**src/rtl/tt_sweeper.sv**
```systemverilog
// tt_sweeper: walks every selector code, samples result_i after a settle window
// and grades the captured truth table against a golden table.
module tt_sweeper #(
  parameter int WIDTH = 3,
  parameter int SETTLE = 0,
  parameter logic [2**WIDTH-1:0] EXPECTED = 8'hA5
) (
  input  logic                  clk_i,
  input  logic                  rst_i,
  input  logic                  start_i,
  output logic [WIDTH-1:0]      sel_o,
  input  logic                  result_i,
  output logic                  busy_o,
  output logic                  done_o,
  output logic [2**WIDTH-1:0]   table_o,
  output logic                  pass_o,
  output logic [WIDTH:0]        mismatch_count_o,
  output logic [WIDTH-1:0]      fail_idx_o
);
  localparam int CW = SETTLE < 1 ? 1 : $clog2(SETTLE + 1);
  typedef enum logic [1:0] {IDLE, DRIVE, DONE} state_t;
  state_t state, state_n;
  logic [CW-1:0] cnt;
  logic sample, last, miss;
  always_ff @(posedge clk_i) begin
    if (rst_i) state <= IDLE;
    else state <= state_n;
  end
  always_comb begin
    sample = state == DRIVE && cnt == '0;
    last = &sel_o;
    miss = sample && result_i != EXPECTED[sel_o];
    busy_o = state == DRIVE;
    done_o = state == DONE;
    state_n = state == IDLE ? (start_i ? DRIVE : IDLE) :
              state == DRIVE ? (sample && last ? DONE : DRIVE) : IDLE;
  end
  // The sweep ends on the top code, so sel_o never wraps inside a sweep.
  always_ff @(posedge clk_i) begin
    if (rst_i) begin
      sel_o <= '0;
      cnt <= '0;
      table_o <= '0;
      pass_o <= 1'b0;
      mismatch_count_o <= '0;
      fail_idx_o <= '0;
    end else if (state == IDLE && start_i) begin
      sel_o <= '0;
      cnt <= CW'(SETTLE);
      table_o <= '0;
      pass_o <= 1'b0;
      mismatch_count_o <= '0;
      fail_idx_o <= '0;
    end else if (state == DRIVE) begin
      if (!sample) begin
        cnt <= cnt - CW'(1);
      end else begin
        table_o[sel_o] <= result_i;
        if (miss) mismatch_count_o <= mismatch_count_o + (WIDTH+1)'(1);
        if (miss && mismatch_count_o == '0) fail_idx_o <= sel_o;
        if (last) begin
          sel_o <= '0;
          pass_o <= mismatch_count_o == '0 && !miss;
        end else begin
          sel_o <= sel_o + WIDTH'(1);
          cnt <= CW'(SETTLE);
        end
      end
    end
  end
endmodule
```
**config.mk**
```make
export PLATFORM = sky130hd
export DESIGN_NAME = tt_sweeper
export DESIGN_NICKNAME = d
export VERILOG_FILES = /design/src/rtl/tt_sweeper.sv
export SDC_FILE = /design/constraint.sdc
export NUM_CORES = 1
export LEC_CHECK = 0
export BUFFER_PORTS_ARGS = -buffer_cell sky130_fd_sc_hd__clkbuf_2
export CAP_MARGIN = 25
export CORE_MARGIN = 10
export CORE_UTILIZATION = 40
export CTS_CLUSTER_DIAMETER = 60
export DETAILED_ROUTE_END_ITERATION = 12
export SYNTH_ARGS = -nofsm -noshare
export SYNTH_HDL_FRONTEND = slang
export SYNTH_SLANG_ARGS = --single-unit
```
**constraint.sdc**
```tcl
create_clock -name clk_i -period 3.4 [get_ports clk_i]
set_clock_uncertainty 0.05 [all_clocks]
set_input_delay 0 -clock clk_i [delete_from_list [all_inputs] [get_ports clk_i]]
set_output_delay 0 -clock clk_i [all_outputs]
set_load 0.005 [all_outputs]
```
==> flow_summary.yaml <==
status:
  outcome: "finished, final reports clean"
clocking:
  insertion_delay_ps: 310
  ctsRootBufferMaster: "clkbuf_4"
  cts_tree: "built"
  clk_pin_slew_worst_paths_ps: 130
  numCtsBuffers: 3
  cts_buffer_depth: 2
  post_cts_resized: 0
  clkSinkCount: 23
  h-tree-depth: 1
global_routing:
  grt_use_met1_pct: 13.5
  grt_antenna_before_repair: 0
  grt_use_total_pct: 10.8
  grt_max_degree: 22
  gr-usage-met2_pct: 16.7
  gr-total-overflow: 0
  gr-max-usage-layer: "met2"
  grt_pass1_wl_um: 4680
  first_global_vias: 975
  use_met3_pct: 2.72
synthesis:
  yosys_warnings: 0
  yosysSeqAreaShare_pct: 41.3
  synth_cells: 130
  synth_cell_type_count: 32
  synth_area_um2: 1120
  syn_nets: 138
  syn_avg_cell_area_um2: 8.59
  ys_ff_latch: 23
floorplanning:
  fp.coreArea_um2: 2710
  die_y_um: 72.8
  ios: 25
  dieArea_um2: 5300
  die_w_um: 72.8
  initial_core_util_pct: 41.2
  rows: 19
critical_path:
  crit_chain: "ha_1, ha_1, or4_1, a41o_1"
  path_common_cell: "ha_1"
  critPathMaxFanout: 19
  critical_path_class: "flip-flop to flip-flop"
  cpMaxStageDelayCell: "dfxtp_1"
  critical_path_required_ps: 3570
  cp_data_arrival_time_ps: 2350
  startpoint_type: "flip-flop"
  endpoint_kind: "flip-flop"
  slowest_delay_ps: 710
final_layout:
  instances_no_fill: 183
  fillers: 285
  multiInputGateArea_um2: 598
  syn_to_final_growth_pct: 15.0
  seq_area_um2: 460
  drive_above_1_share_pct: 20.4
  layout_commonest_cell: "clkbuf_2"
  nets: 161
  fin_area_um2: 1280
  layout_common_cells: "24 x clkbuf_2, 23 x dfxtp_1, 19 x a21oi_1, 10 x nand3_1, 9 x o31ai_1"
  n_antenna_cell: 0
drt:
  drt-total-wl_um: 2720
  drtIter0Drc: 42
  postRouteAntennaNets: 0
  post_drt_wl_per_cell_um: 14.8
  routed-via-count: 1028
  drt_first_pass_iters: 4
  drc: 0
  routed_via_density: 5.62
sta:
  fmax_ghz: 0.458
  drv_slew: 0
  hold_viol_final: 0
  layout_setup_ws_ps: 1220
  relSlewSlack_pct: 49.9
  period_needed_ps: 2180
  setup_viol: 0
  tns_ps: 0
  rsz0062_at_grt: "no"
  worst_pin_slew_ps: 747
  fin_crit_sh_pct: 64.2
power:
  power_density_nw_per_um2: 355
  peakVddDrop_uv: 288
  power_leakage_nw: 0.477
placed_design:
  dpl.cell_count: 176
  placed_cell_area_um2: 1230
  pre_cts_slack_ps: 1250
  dp_hpwl_um: 1920
  place_congestion: 0.718
  port_buffers: 24
flow_run:
  maxCapViolations: 0
worst_hold_path:
  hp-class: "input port to flip-flop"
critical path: cells and delay by family (launching register included):
family	cells	cell delay (ps)
flip-flops	1	710
AND/OR/NAND/NOR	1	510
AO/OA/AOI/OAI	1	240
adder cells (fa/ha/maj)	2	580
repair_timing:
| item | 4_1_cts | 5_1_grt |
|---|---|---|
| endpoints found under the hold margin | 2 | 0 |
| hold buffers | 2 | 0 |
| setup buffers | 0 | 0 |
stage by stage:
| stage | util [%] | power (mW) | hold WS [ps] |
|---|---|---|---|
| 6_report | 47.4 | 0.455 | 26.4 |
| 5_1_grt | 47.4 | 0.481 | 27.8 |
| 4_1_cts | 47.2 | 0.461 | 16.8 |
| 3_5_place_dp | 45.5 | 0.332 | 148 |
| 3_3_place_gp | 45.5 | 0.331 | 143 |
| 2_1_floorplan | - | 0.320 | 21.9 |
path summary, 6_finish.rpt:
kind	startpoint	end	slack, ps	depth (start not counted)
max	sel_o[0]	flip-flop	1220	4
min reg2reg	table_o[0]	table_o[0]	420	2
max reg2reg	sel_o[0]	flip-flop	1220	4
min	result_i	table_o[1]	30	3
routing by layer:
layer | wire [µm] | vias up
li1 | - | 525
met1 | 1280 | 484
met2 | 1280 | 17
met3 | 133 | 2
met4 | 21 | 0
met5 | 0 | -
power by group:
group	switching, mW	internal, mW
sequential	0.00763	0.274
clock	0.0810	0.0457
combinational	0.0300	0.0173
total	0.119	0.337
layout make-up:
type | instances | area share [%]
clock buffer | 4 | 2.05
sequential | 23 | 35.9
multi-input combinational | 94 | 46.6
timing repair buffer | 27 | 11.3
inverter | 4 | 1.17
tap | 31 | 3.02
Yosys cell counts:
| cell type | instances | area [µm²] |
|---|---|---|
| nor4b_1 | 1 | 8.76 |
| buf_6 | 1 | 11.3 |
| a41o_1 | 1 | 10.0 |
| xnor2_1 | 1 | 8.76 |
| and2b_1 | 1 | 7.51 |
| nor3_1 | 1 | 5.00 |
| or3b_2 | 1 | 8.76 |
| nand3_1 | 10 | 50.1 |
| a21o_1 | 1 | 7.51 |
| nor2_1 | 3 | 11.3 |
| a21oi_1 | 19 | 95.1 |
| nand2b_1 | 3 | 18.8 |
| or3b_1 | 1 | 8.76 |
| o21ai_0 | 7 | 35.0 |
| nor3b_1 | 3 | 22.5 |
| clkbuf_1 | 7 | 26.3 |
| dfxtp_1 | 23 | 460 |
| or4_1 | 3 | 22.5 |
| buf_2 | 1 | 5.00 |
| and4bb_2 | 1 | 12.5 |
| o41ai_1 | 1 | 8.76 |
| nand3b_1 | 2 | 15.0 |
| ha_1 | 4 | 50.1 |
| nor2b_1 | 3 | 18.8 |
| nand4_1 | 6 | 37.5 |
| xor2_1 | 1 | 8.76 |
| inv_1 | 4 | 15.0 |
| nand2_1 | 8 | 30.0 |
| or3_1 | 1 | 6.26 |
| mux2_2 | 1 | 11.3 |
| or4bb_1 | 1 | 11.3 |
| o31ai_1 | 9 | 67.6 |
state kept, by name, summed over array words and instances, names as in the netlist, named ones only:
| name | count |
|---|---|
| cnt | 1 |
| fail_idx_o | 3 |
| table_o | 8 |
| mismatch_count_o | 4 |
| sel_o | 3 |
| pass_o | 1 |
| state | 2 |
kinds of logic after synthesis:
kind of cell | synth area share [%]
flip-flops | 41.3
AND/OR/NAND/NOR | 26.5
adder cells (fa/ha/maj) | 4.48
buffers and inverters | 5.16
multiplexers | 1.01
XOR/XNOR | 1.57
AO/OA/AOI/OAI | 20.1
Note: power is estimated with default switching activity, not from simulation.
